--- src/rtl/jtframe_dump_pkg.sv ---
`default_nettype none
// ============================================================================
//  Module      : jtframe_dump_pkg
//  Description : Shared types for the frame tracker / dump-window generator.
//                Holds the window FSM state encoding and the start-mode
//                constants used by cfg_mode.
//  Revision    : 1.0 - initial release
// ============================================================================
package jtframe_dump_pkg;

    typedef enum logic [2:0] {
        IDLE    = 3'd0,
        WAIT_DL = 3'd1,
        ARMED   = 3'd2,
        DUMP    = 3'd3,
        DONE    = 3'd4
    } dump_state_t;

    // cfg_mode encodings
    localparam logic MODE_FRAME = 1'b0;   // open at frame cfg_start
    localparam logic MODE_DL    = 1'b1;   // open when a download ends

endpackage
`default_nettype wire

--- src/rtl/jtframe_sync_edge.sv ---
`default_nettype none
// ============================================================================
//  Module      : jtframe_sync_edge
//  Description : Multi-flop synchronizer for an asynchronous level, followed
//                by an edge detector with registered one-cycle rise/fall
//                pulses.
//  Ports       : clk, rst_n   clock / asynchronous active-low reset
//                i_d          asynchronous input level
//                o_level      synchronized level, aligned with the pulses
//                o_rise       one-cycle pulse on a synchronized 0->1
//                o_fall       one-cycle pulse on a synchronized 1->0
//  Revision    : 1.0 - initial release
// ============================================================================
module jtframe_sync_edge #(
    parameter int SYNC_STAGES = 2
)(
    input  logic clk,
    input  logic rst_n,
    input  logic i_d,
    output logic o_level,
    output logic o_rise,
    output logic o_fall
);

    logic [SYNC_STAGES-1:0] r_sync;
    logic                   r_prev;
    logic                   r_rise;
    logic                   r_fall;

    // r_prev is the extra flop behind the last sync stage; the pulses are
    // registered so a change sampled at edge k is reported in cycle
    // k+SYNC_STAGES, with o_level already showing the new value.
    always_ff @(posedge clk or negedge rst_n) begin
        if (!rst_n) begin
            r_sync <= '0;
            r_prev <= 1'b0;
            r_rise <= 1'b0;
            r_fall <= 1'b0;
        end else begin
            r_sync <= {r_sync[SYNC_STAGES-2:0], i_d};
            r_prev <= r_sync[SYNC_STAGES-1];
            r_rise <=  r_sync[SYNC_STAGES-1] & ~r_prev;
            r_fall <= ~r_sync[SYNC_STAGES-1] &  r_prev;
        end
    end

    assign o_level = r_prev;
    assign o_rise  = r_rise;
    assign o_fall  = r_fall;

endmodule
`default_nettype wire

--- src/rtl/jtframe_dump_trig.sv ---
`default_nettype none
// ============================================================================
//  Module      : jtframe_dump_trig
//  Description : Frame tracker and dump-window generator. Counts frames from
//                vertical sync, follows the ROM-download flag and opens a
//                dump window either at a programmed frame or at the end of a
//                download, for a programmed number of frames.
//  Ports       : clk, rst_n     clock / asynchronous active-low reset
//                vs             vertical sync (asynchronous)
//                downloading    ROM download in progress (asynchronous)
//                cfg_mode       0: start at cfg_start, 1: start at download end
//                cfg_start      frame number that opens the window (mode 0)
//                cfg_len        window length in frames, 0 = unlimited
//                frame_cnt      current frame number
//                frame_stb      one-cycle pulse per frame edge
//                dump_en        dump window active
//                dump_start     pulse when dump_en rises
//                dump_stop      pulse when dump_en falls
//                done           window completed (sticky until reset)
//  Revision    : 1.0 - initial release
// ============================================================================
module jtframe_dump_trig
    import jtframe_dump_pkg::*;
#(
    parameter int CW          = 32,
    parameter int SYNC_STAGES = 2,
    parameter int VS_NEG      = 1
)(
    input  logic          clk,
    input  logic          rst_n,
    input  logic          vs,
    input  logic          downloading,
    input  logic          cfg_mode,
    input  logic [CW-1:0] cfg_start,
    input  logic [CW-1:0] cfg_len,
    output logic [CW-1:0] frame_cnt,
    output logic          frame_stb,
    output logic          dump_en,
    output logic          dump_start,
    output logic          dump_stop,
    output logic          done
);

    // ------------------------------------------------------------------
    // Input synchronizers
    // ------------------------------------------------------------------
    logic w_vs_level_unused;
    logic w_vs_rise;
    logic w_vs_fall;
    logic w_dl_level;
    logic w_dl_rise;
    logic w_dl_fall;
    logic w_frame_edge;

    jtframe_sync_edge #(.SYNC_STAGES(SYNC_STAGES)) u_sync_vs (
        .clk     (clk),
        .rst_n   (rst_n),
        .i_d     (vs),
        .o_level (w_vs_level_unused),
        .o_rise  (w_vs_rise),
        .o_fall  (w_vs_fall)
    );

    jtframe_sync_edge #(.SYNC_STAGES(SYNC_STAGES)) u_sync_dl (
        .clk     (clk),
        .rst_n   (rst_n),
        .i_d     (downloading),
        .o_level (w_dl_level),
        .o_rise  (w_dl_rise),
        .o_fall  (w_dl_fall)
    );

    assign w_frame_edge = (VS_NEG != 0) ? w_vs_fall : w_vs_rise;

    // ------------------------------------------------------------------
    // Configuration shadow: captured once, on the single IDLE cycle that
    // follows reset release.
    // ------------------------------------------------------------------
    dump_state_t   r_state;
    dump_state_t   w_state_nxt;
    logic          r_cfg_mode;
    logic [CW-1:0] r_cfg_start;
    logic [CW-1:0] r_cfg_len;

    always_ff @(posedge clk or negedge rst_n) begin
        if (!rst_n) begin
            r_cfg_mode  <= MODE_FRAME;
            r_cfg_start <= '0;
            r_cfg_len   <= '0;
        end else if (r_state == IDLE) begin
            r_cfg_mode  <= cfg_mode;
            r_cfg_start <= cfg_start;
            r_cfg_len   <= cfg_len;
        end
    end

    // ------------------------------------------------------------------
    // Frame counter: a download end clears it, overriding an increment
    // ------------------------------------------------------------------
    logic [CW-1:0] r_frame_cnt;
    logic          r_frame_stb;

    always_ff @(posedge clk or negedge rst_n) begin
        if (!rst_n) begin
            r_frame_cnt <= '0;
            r_frame_stb <= 1'b0;
        end else begin
            r_frame_stb <= w_frame_edge;
            if (w_dl_fall)
                r_frame_cnt <= '0;
            else if (w_frame_edge)
                r_frame_cnt <= r_frame_cnt + 1'b1;
        end
    end

    // ------------------------------------------------------------------
    // Frames-in-window counter, held at zero outside DUMP
    // ------------------------------------------------------------------
    logic [CW-1:0] r_win_cnt;
    logic [CW-1:0] w_win_next;

    assign w_win_next = r_win_cnt + 1'b1;

    always_ff @(posedge clk or negedge rst_n) begin
        if (!rst_n)
            r_win_cnt <= '0;
        else if (r_state != DUMP)
            r_win_cnt <= '0;
        else if (w_frame_edge)
            r_win_cnt <= w_win_next;
    end

    // ------------------------------------------------------------------
    // Window FSM
    // ------------------------------------------------------------------
    always_ff @(posedge clk or negedge rst_n) begin
        if (!rst_n)
            r_state <= IDLE;
        else
            r_state <= w_state_nxt;
    end

    // The start match uses r_frame_cnt before this edge's increment, i.e.
    // the number of the frame that is ending.
    always_comb begin
        w_state_nxt = r_state;
        case (r_state)
            IDLE: begin
                // shadow registers load on this same edge, so use the port
                w_state_nxt = (cfg_mode == MODE_DL) ? WAIT_DL : ARMED;
            end
            WAIT_DL: begin
                if (w_dl_fall)
                    w_state_nxt = DUMP;
            end
            ARMED: begin
                if (w_frame_edge && !w_dl_level && (r_frame_cnt == r_cfg_start))
                    w_state_nxt = DUMP;
            end
            DUMP: begin
                // a new download aborts the window and beats a window end
                if (w_dl_rise)
                    w_state_nxt = (r_cfg_mode == MODE_DL) ? WAIT_DL : ARMED;
                else if (w_frame_edge && (r_cfg_len != '0) && (w_win_next == r_cfg_len))
                    w_state_nxt = DONE;
            end
            DONE: begin
                w_state_nxt = DONE;
            end
            default: begin
                w_state_nxt = IDLE;
            end
        endcase
    end

    // ------------------------------------------------------------------
    // Registered outputs, all derived from the state transition
    // ------------------------------------------------------------------
    logic r_dump_en;
    logic r_dump_start;
    logic r_dump_stop;
    logic r_done;

    always_ff @(posedge clk or negedge rst_n) begin
        if (!rst_n) begin
            r_dump_en    <= 1'b0;
            r_dump_start <= 1'b0;
            r_dump_stop  <= 1'b0;
            r_done       <= 1'b0;
        end else begin
            r_dump_en    <= (w_state_nxt == DUMP);
            r_dump_start <= (w_state_nxt == DUMP) && (r_state != DUMP);
            r_dump_stop  <= (r_state == DUMP) && (w_state_nxt != DUMP);
            r_done       <= (w_state_nxt == DONE);
        end
    end

    assign frame_cnt  = r_frame_cnt;
    assign frame_stb  = r_frame_stb;
    assign dump_en    = r_dump_en;
    assign dump_start = r_dump_start;
    assign dump_stop  = r_dump_stop;
    assign done       = r_done;

endmodule
`default_nettype wire

--- config.mk ---
export PLATFORM = sky130hd
export DESIGN_NAME = jtframe_dump_trig
export DESIGN_NICKNAME = d
export VERILOG_FILES = /design/src/rtl/jtframe_dump_pkg.sv /design/src/rtl/jtframe_sync_edge.sv /design/src/rtl/jtframe_dump_trig.sv
export SDC_FILE = /design/constraint.sdc
export NUM_CORES = 1
export LEC_CHECK = 0
export BUFFER_PORTS_ARGS = -buffer_cell sky130_fd_sc_hd__buf_2
export CAP_MARGIN = 20
export CORE_MARGIN = 2
export CORE_UTILIZATION = 40
export DETAILED_ROUTE_END_ITERATION = 6
export MAX_ROUTING_LAYER = met4
export SETUP_SLACK_MARGIN = 0.05
export SLEW_MARGIN = 0
export SYNTH_ARGS = -nofsm -noshare
export SYNTH_HDL_FRONTEND = slang
export SYNTH_SLANG_ARGS = --single-unit
--- constraint.sdc ---
create_clock -name clk -period 10.1 [get_ports clk]
set_input_delay 2.02 -clock clk [delete_from_list [all_inputs] [get_ports clk]]
set_output_delay 2.02 -clock clk [all_outputs]
set_load 0.1 [all_outputs]
==> flow_summary.json, run 1 <==
{
  "status": "finished clean",
  "synth_adder_area_share_pct": 0.4609,
  "crit_fanout": 7,
  "cts_tree": "yes",
  "cp-end-kind": "flop",
  "avgSynthCellArea_um2": 10.37,
  "async_reset_ff_share_pct": 100.0,
  "n_fill_cell": 1763,
  "drv_slew": 0,
  "synth_top_cells_by_count": "dfrtp_1, nor2_1, xor2_1",
  "synth_cells": 733,
  "p_clk_share_pct": 29.4,
  "yosys.area.top_type": "dfrtp_1",
  "synth_top_cell_area_share_pct": 48.07,
  "synth.distinct_cells": 55,
  "grt_pass1_vias": 5663,
  "area_growth_pct": 17.15,
  "gp_congestion": 0.8662,
  "synth_seq_cells": 146,
  "finClkSkew_ns": 0.01197,
  "syn_nets": 804,
  "finalSetupViolCount": 0,
  "cts_buffer_depth": 2,
  "synthMuxAreaShare_pct": 9.860,
  "final_layout_size_suffix_gt1_share_pct": 25.24,
  "drt_iter0_drc": 316,
  "grt_pass1_wl_um": 30130,
  "hpwl_um": 13110,
  "synth_compound_area_share_pct": 5.893,
  "cts_made_buffers": 17,
  "synth_top_family_by_area": "simple AND/OR/NAND/NOR gates",
  "worst_slack_ns": 6.544,
  "hold_viol_final": 0,
  "path_clk_slew_ns": 0.06,
  "die_h_um": 141.9,
  "core_mm2": 0.01871,
  "yosys-top-cells-area": "dfrtp_1, mux2_2, xor2_1",
  "cpMaxStageDelayCell": "or4_1",
  "p_sw_share_pct": 33.94,
  "whs_ns": 0.3483,
  "gr-total-overflow": 0,
  "clock.fmax_mhz": 281.2,
  "path_cells": "ha_1 -> nand3_2 -> or4_1 -> or4_1 -> a32oi_1 -> a21oi_1 -> or2_2 -> o41ai_1 -> o21ai_0",
  "slew_headroom_pct": 42.22,
  "cellPowerDensity_mw_per_mm2": 238.6,
  "p_int_uw": 1403,
  "avgViaCountPerCell": 5.330,
  "synth.most_common_cell": "dfrtp_1",
  "ys_seq_area_share_pct": 48.07,
  "dieArea_mm2": 0.02012,
  "yosys.area_share.simple_pct": 19.33,
  "peakVddDrop_uv": 139.7,
  "worst_pin_slew_ns": 0.8587,
  "ys_warn_count": 0,
  "leakagePower_uw": 0.003772,
  "io_pins": 106,
  "cts_resized": 0,
  "ant_nets": 0,
  "avgRoutedWirePerCell_um": 17.05,
  "cts_sinks": 146,
  "dieWidth_um": 141.9,
  "fin_crit_ns": 3.556,
  "vias": 5714,
  "switchingPower_uw": 721.1,
  "routed_wirelength_um": 18280,
  "synthFlopType": "dfrtp_1",
  "max_stage_delay_ns": 0.66,
  "rows": 50,
  "synth_area_mm2": 0.007601,
  "worstPathRequired_ns": 10.39,
  "holdBufCountCts": 0,
  "clock_latency_ns": 0.43,
  "fin_setup_tns_ns": 0,
  "port_buffers": 105,
  "rsz0062_at_grt": "no",
  "cts_htree_levels": 4,
  "fin_nets": 895,
  "antenna_found_initial": 2,
  "drv_cap": 0,
  "dr.pass1.iters": 5,
  "critPathArrivalTime_ns": 3.84,
  "critPathMostFrequentCell": "or4_1",
  "synth_xor_area_share_pct": 14.06,
  "drc_errors": 0,
  "start_kind": "flop",
  "post-place-ws_ns": 6.554,
  "initial_core_util_pct": 40.64,
  "synth_edf_count": 0,
  "cts-root-buf": "clkbuf_16",
  "crit_type": "reg2reg",
  "finalCritPeriodShare_pct": 35.21,
  "combPwrFrac_pct": 28.7,
  "hold_path_class": "reg2reg",
  "power.share.sequential_pct": 41.9,
  "grt_use_total_pct": 19.88,
  "cts_setup_buffers": 0,
  "grt_start_max_net_pins": 78
}
[area by class of cell]
type / count / area [um^2] / share of cell area (%)
clock inverter: 14 / 153.9 / 1.728
clock buffer: 17 / 425.4 / 4.777
tap: 234 / 292.8 / 3.288
sequential: 146 / 3654 / 41.03
inverter: 6 / 22.52 / 0.2529
timing repair buffer: 111 / 576.8 / 6.477
multi-input combinational: 542 / 3775 / 42.39
antenna: 2 / 5.005 / 0.05620
[placed cells by master, fill, tap and decap left out, drive strengths merged, types with 3 or more instances in the layout]
master and count:
clkinvlp 5, nor2b 9, nor4b 3, nor4 22, nand2b 5, nor2 78, clkinv 3, inv 10
xnor2 54, nand3 31, and3 10, a21oi 17, mux2 63, and4 7, or3 12, a211oi 3
or4 4, o21ai 13, nor3b 3, o31ai 3, clkbuf 17, mux2i 4, nand2 43, and2 6
a31oi 3, dfrtp 146, nor3 11, xor2 68, nand3b 3, buf 111, nand4 34
[flip-flops by register name (all words and copies together) (netlist names)]
| register | flops |
|---|---|
| frame_cnt | 32 |
| r_cfg_len | 32 |
| r_cfg_start | 32 |
| r_win_cnt | 32 |
| r_state | 3 |
| u_sync_dl.r_sync | 2 |
| u_sync_vs.r_sync | 2 |
| done | 1 |
| dump_en | 1 |
| dump_start | 1 |
| dump_stop | 1 |
| frame_stb | 1 |
| r_cfg_mode | 1 |
| u_sync_dl.o_fall | 1 |
| u_sync_dl.o_level | 1 |
| u_sync_dl.o_rise | 1 |
| u_sync_vs.o_fall | 1 |
| u_sync_vs.o_level | 1 |
[layer usage]
layer | track usage [%] | wire (um) | vias to the layer above
met3 | 5.197 | 724 | 11
met4 | 5.263 | 123 | 0
li1 | - | - | 2779
met5 | - | 0 | -
met2 | 31.66 | 8923 | 129
met1 | 25.35 | 8504 | 2795
[power groups by stage]
stage | combinational [uW] | clock, uW | sequential, uW
after floorplan | 439 | 0 | 898
after global placement | 615 | 0 | 900
after detailed placement | 617 | 0 | 902
after CTS | 620 | 640 | 892
after global routing | 671 | 669 | 912
final | 610 | 624 | 891
[final timing paths]
kind | from | slack [ns] | endpoint | cells past startpoint
setup / recovery | r_win_cnt[0] | 6.54 | r_state[0] | 9
hold / removal | u_sync_dl.r_sync[0] | 0.35 | u_sync_dl.r_sync[1] | 0
setup reg to reg | r_win_cnt[0] | 6.54 | r_state[0] | 9
hold reg to reg | u_sync_dl.r_sync[0] | 0.35 | u_sync_dl.r_sync[1] | 0
max in group asynchronous | rst_n | 7.10 | done | 2
min in group asynchronous | rst_n | 1.62 | r_cfg_len[12] | 1
[stage by stage]
stage / area (um^2) / utilization (%) / total power, uW / cells
after floorplan: 7601 / - / 1337 / 733
after global placement: 8320 / 44.48 / 1514 / 1039
after detailed placement: 8320 / 44.48 / 1519 / 1039
after CTS: 8900 / 47.58 / 2153 / 1070
after global routing: 8905 / 47.61 / 2253 / 1072
final: 8905 / 47.61 / 2125 / 1072
[worst max-delay path: cells and delay by family, from the launching register on]
family	cells	cell delay, ns
compound gates	4	1.05
fa+ha+maj	1	0.28
flops	1	0.45
simple gates	4	1.63
[logic make-up after synthesis]
family	count (synthesis)
DFF	146
and+or+nand+nor	284
buffers and inverters	45
adders and majority gates	3
xor gates and xnor gates	122
muxes	67
AOI/OAI and AO/OA	66
No activity file was read; power rests on OpenSTA's default activity.
==> inputs of run 2 (changes only) <==
- clock period: 10.1 -> 3.7 ns (I/O delays scaled with it)
==> run 2 against run 1 <==
  * First-iteration DRC count grew 6.0%
  * Cell count increased by 0.47%
  * Total power grew to 2.7 times the previous value
  * Setup slack got worse by 6.3 ns
  * Count of clock-buffer cells in the layout unchanged
  * Global-route usage increased by 0.23 points
  * Register-to-register slack worse by 6.3 ns
  * Critical path type unchanged
  * Core utilization grew 0.20 points
  * Largest power group unchanged
==> flow_summary.json, run 2 (synthesized netlist as in run 1, its figures left out) <==
{
  "status": "finished clean",
  "switchingPower_uw": 2014,
  "area_growth_pct": 17.65,
  "crit_fanout": 7,
  "layout_commonest_cell": "dfrtp_1",
  "die_h_um": 141.9,
  "cts_buffer_depth": 2,
  "core_mm2": 0.01871,
  "finalCritPeriodShare_pct": 93.72,
  "rsz0062_at_grt": "no",
  "hold_viol_final": 0,
  "mostFrequentLayoutCells": "dfrtp_1, buf_2, nor2_1",
  "hold_path_class": "reg2reg",
  "peakVddDrop_uv": 392.9,
  "cts_tree": "yes",
  "ant_nets": 0,
  "timing.rr.end": "done",
  "avgViaCountPerCell": 5.370,
  "min-delay-start": "u_sync_dl.r_sync[0]",
  "dieWidth_um": 141.9,
  "avgRoutedWirePerCell_um": 17.20,
  "cts_sinks": 146,
  "fin_nets": 901,
  "grt_pass1_vias": 5902,
  "cellPowerDensity_mw_per_mm2": 647.9,
  "finClkSkew_ns": 0.01784,
  "port_buffers": 105,
  "rows": 50,
  "leakagePower_uw": 0.003805,
  "cts_htree_levels": 4,
  "worst_pin_slew_ns": 0.8200,
  "cpMaxStageDelayCell": "or4_4",
  "io_pins": 106,
  "p_sw_share_pct": 34.76,
  "drt_iter0_drc": 335,
  "vias": 5783,
  "whs_ns": 0.3486,
  "start_kind": "flop",
  "clock.fmax_mhz": 288.4,
  "power.share.sequential_pct": 41.9,
  "gr-total-overflow": 0,
  "clock_latency_ns": 0.43,
  "holdPathStages": 0,
  "initial_core_util_pct": 40.64,
  "hpwl_um": 13360,
  "gp_congestion": 0.8770,
  "finalSetupViolCount": 0,
  "fin_crit_ns": 3.468,
  "p_int_uw": 3780,
  "drv_slew": 0,
  "grt_pass1_wl_um": 30470,
  "dr.pass1.iters": 4,
  "p_clk_share_pct": 29.0,
  "r2r-start": "r_win_cnt[0]",
  "drv_cap": 0,
  "critPathArrivalTime_ns": 3.78,
  "cts_made_buffers": 17,
  "n_fill_cell": 1802,
  "fin_setup_tns_ns": 0,
  "worstPathRequired_ns": 4.02,
  "critPathMostFrequentCell": "or4_4",
  "path_clk_slew_ns": 0.06,
  "cp-end-kind": "flop",
  "reg2reg_slack_ns": 0.23,
  "grt_use_total_pct": 20.12,
  "grt_start_max_net_pins": 89,
  "routed_wirelength_um": 18530,
  "crit_type": "reg2reg",
  "rr_worst_depth": 9,
  "drc_errors": 0,
  "combPwrFrac_pct": 29.1,
  "path_cells": "ha_1 -> nand3_2 -> or4_4 -> or4_1 -> a32oi_1 -> a21oi_1 -> or3_1 -> or4_4 -> o31ai_1",
  "dieArea_mm2": 0.02012,
  "cts-root-buf": "clkbuf_16",
  "holdBufCountCts": 0,
  "slew_headroom_pct": 45.17,
  "max_stage_delay_ns": 0.61,
  "min_to": "u_sync_dl.r_sync[1]",
  "final_layout_size_suffix_gt1_share_pct": 25.89,
  "antenna_found_initial": 1
}
[run 2: final cells by class]
type                    instances  area [um^2]  area share, %
flip-flops and latches        146         3654          40.86
clock buffers                  17        425.4          4.757
clock inverters                14        145.1          1.623
multi-input cells             542         3779          42.26
inverters                       6        22.52         0.2519
diodes                          1        2.502        0.02798
repair buffers                117        621.8          6.954
well taps                     234        292.8          3.274
[run 2: per-layer routing]
metal	GRT usage [%]	share of wire, %	vias to the layer above
met5	-	0	-
met4	8.579	1.9	0
met3	4.117	4.1	26
met2	32.24	49	131
met1	24.85	45	2843
li1	-	-	2783
[run 2: power groups by stage]
stage               sequential [uW]  combinational, uW  clock (uW)
global route                   2490               1860        1790
detailed placement             2460               1690           0
floorplan                      2450               1200           0
global placement               2450               1680           0
CTS                            2440               1710        1720
finish                         2430               1680        1680
[run 2: critical path: cells and delay by family, from the launching register on]
kind | cells | cell delay, ns
simple gates | 5 | 2.07
compound gates | 3 | 0.55
flops | 1 | 0.45
fa+ha+maj | 1 | 0.29
[run 2: how the worst max path moves through the flow]
| stage | from | to |
|---|---|---|
| 3_3_place_gp | r_win_cnt[0] | done |
| 4_1_cts | r_win_cnt[0] | done |
| 2_1_floorplan | r_win_cnt[0] | done |
| 6_report | r_win_cnt[0] | done |
| 5_1_grt | r_win_cnt[0] | r_state[2] |
| 3_5_place_dp | r_win_cnt[0] | done |
[run 2: per-stage QoR]
stage,cells,setup slack (ns),util (%),power (uW),area (um^2)
after floorplan,733,0.4814,-,3650,7601
after global placement,1045,0.2754,44.72,4124,8366
after detailed placement,1045,0.1973,44.72,4152,8366
after CTS,1076,0.1605,47.77,5865,8936
after global routing,1077,0.06439,47.81,6137,8942
final,1077,0.2324,47.81,5794,8942
[run 2: what timing repair did]
action                     in CTS  in global routing
hold endpoints to repair        0                  0
setup endpoints to repair       0                  2
setup buffers                   0                  0
resized for setup               0                  1
==> inputs of run 3 (changes only) <==
- CELL_PAD_IN_SITES_DETAIL_PLACEMENT: unset -> 1
- CELL_PAD_IN_SITES_GLOBAL_PLACEMENT: unset -> 2
- CORE_UTILIZATION: 40 -> 37
- GPL_TIMING_DRIVEN: unset -> 0
- PLACE_DENSITY_LB_ADDON: unset -> 0.1
==> run 3 against run 2 <==
  * Hold slack worse by 0.092 ns
  * Register-to-register slack barely moved
  * Largest power group unchanged
  * First-iteration DRC count down 26%
  * Core utilization fell by 2.4 points
  * Routed wire length increased by 21%
  * Critical path depth rose by 1
  * Sequential cell count did not move
  * Highest routed layer unchanged
==> flow_summary.json, run 3 (synthesized netlist as in run 1, its figures left out) <==
{
  "finalSetupViolCount": 0,
  "dp.cells": 1109,
  "hold_path_class": "in2async",
  "cts_buffer_depth": 2,
  "rsz0062_at_grt": "no",
  "layout_commonest_cell": "dfrtp_1",
  "clock_latency_ns": 0.42,
  "start_kind": "flop",
  "cts_sinks": 146,
  "path_buf_inv": 1,
  "cts_htree_levels": 4,
  "grt_start_max_net_pins": 98,
  "drt_iter0_drc": 248,
  "cp-end-kind": "flop",
  "grt_pass1_wl_um": 36360,
  "cp.depth": 10,
  "vias": 6049,
  "slew_headroom_pct": 47.30,
  "grt_use_total_pct": 22.34,
  "fin_crit_ns": 3.470,
  "cp_top_family": "simple AND/OR/NAND/NOR gates",
  "rows": 52,
  "mostFrequentLayoutCells": "dfrtp_1, buf_2, nor2_1",
  "cellPowerDensity_mw_per_mm2": 651.1,
  "cts_tree": "yes",
  "worst_slack_ns": 0.2302,
  "cpMaxStageDelayCell": "or4_1",
  "dieWidth_um": 147.3,
  "timing.rr.end": "done",
  "crit_fanout": 7,
  "ant_nets": 0,
  "hold_viol_final": 0,
  "reg2reg_slack_ns": 0.23,
  "routed_wirelength_um": 22430,
  "finalCritPeriodShare_pct": 93.78,
  "rr_worst_depth": 10,
  "path_clk_slew_ns": 0.06,
  "drv_cap": 0,
  "port_buffers": 105,
  "instances_no_fill": 1144,
  "power_uw": 5962,
  "hpwl_um": 16660,
  "startpoint": "r_win_cnt[0]",
  "avgViaCountPerCell": 5.288,
  "io_pins": 106,
  "finClkSkew_ns": 0.01220,
  "critPathArrivalTime_ns": 3.79,
  "dr.pass1.iters": 4,
  "die_h_um": 147.3,
  "post-place-ws_ns": -0.07643,
  "worstPathRequired_ns": 4.02,
  "final_layout_size_suffix_gt1_share_pct": 25.34,
  "drc_errors": 0,
  "worst_pin_slew_ns": 0.7906,
  "fin_nets": 930,
  "status": "finished clean",
  "peakVddDrop_uv": 293.6,
  "grt_pass1_vias": 6658,
  "crit_type": "reg2reg",
  "area_growth_pct": 20.46,
  "cts_made_buffers": 17,
  "r2r-start": "r_win_cnt[0]",
  "initial_core_util_pct": 37.69,
  "drv_slew": 0,
  "leakagePower_uw": 0.003863,
  "core_mm2": 0.02017,
  "avgRoutedWirePerCell_um": 19.61,
  "gr-total-overflow": 0,
  "cp-endpoint": "done",
  "path_cells": "ha_4 -> nand3_4 -> or4_1 -> buf_2 -> or4_1 -> a32oi_1 -> a21oi_1 -> or3_1 -> or4_4 -> o31ai_1",
  "clock.fmax_mhz": 288.2,
  "critPathMostFrequentCell": "or4_1",
  "antenna_found_initial": 2,
  "cts-root-buf": "clkbuf_16",
  "max_stage_delay_ns": 0.56,
  "gp_congestion": 0.8429,
  "dieArea_mm2": 0.02171
}
==> run 3: cell count changes in the layout (fill, tap and decap cells not counted), sizes merged <==
cell	change
clkbuf	+31
clkinvlp	-2
bufinv	+1
clkinv	+1
diode	+1
inv	-1
==> run 3: layer usage <==
layer	vias up	GRT usage, %	share of wire [%]
met5	-	-	0
met4	0	7.740	2.9
met3	40	4.783	3.6
met2	123	38.62	52
met1	3041	25.76	42
li1	2845	-	-
==> run 3: how the worst min path moves through the flow <==
stage	from	end	depth (start not counted)
5_1_grt	rst_n	r_win_cnt[10]	1
4_1_cts	rst_n	r_win_cnt[10]	1
3_5_place_dp	u_sync_dl.r_sync[0]	u_sync_dl.r_sync[1]	0
6_report	rst_n	r_win_cnt[10]	1
3_3_place_gp	u_sync_vs.r_sync[0]	u_sync_vs.r_sync[1]	0
2_1_floorplan	u_sync_dl.r_sync[0]	u_sync_dl.r_sync[1]	0
==> run 3: area by class of cell <==
cell class | count | area [um^2]
repair buffers | 107 | 566.8
clock inverters | 13 | 147.6
plain buffers | 39 | 156.4
diodes | 2 | 5.005
flip-flops and latches | 146 | 3656
inverters | 6 | 22.52
multi-input cells | 542 | 3831
well taps | 270 | 337.8
fillers | 2266 | 11010
clock buffers | 19 | 432.9
==> run 3: power breakdown <==
group | internal, uW | switching (uW) | total, uW | leakage [uW]
Combinational | 836 | 950 | 1790 | 0.00171
Sequential | 2010 | 427 | 2440 | 0.00187
Clock | 1010 | 732 | 1740 | 0.000284
==> run 3: through the flow <==
| step | setup TNS (ns) | hold WS [ns] | instance area [um^2] | utilization, % |
|---|---|---|---|---|
| after detailed placement | -0.2615 | 0.3403 | 8498 | 42.13 |
| after global routing | 0 | 0.2741 | 9156 | 45.40 |
| final | 0 | 0.2569 | 9156 | 45.40 |
| after global placement | -48.18 | 0.3326 | 8464 | 41.97 |
| after CTS | 0 | 0.2725 | 9095 | 45.09 |
| after floorplan | 0 | 0.3312 | 7601 | - |
==> run 3: timing repair <==
item,CTS,global route
setup endpoints to repair,6,6
pin swaps,0,1
hold buffers,0,0
buffers inserted,0,1
gates resized for setup,3,10
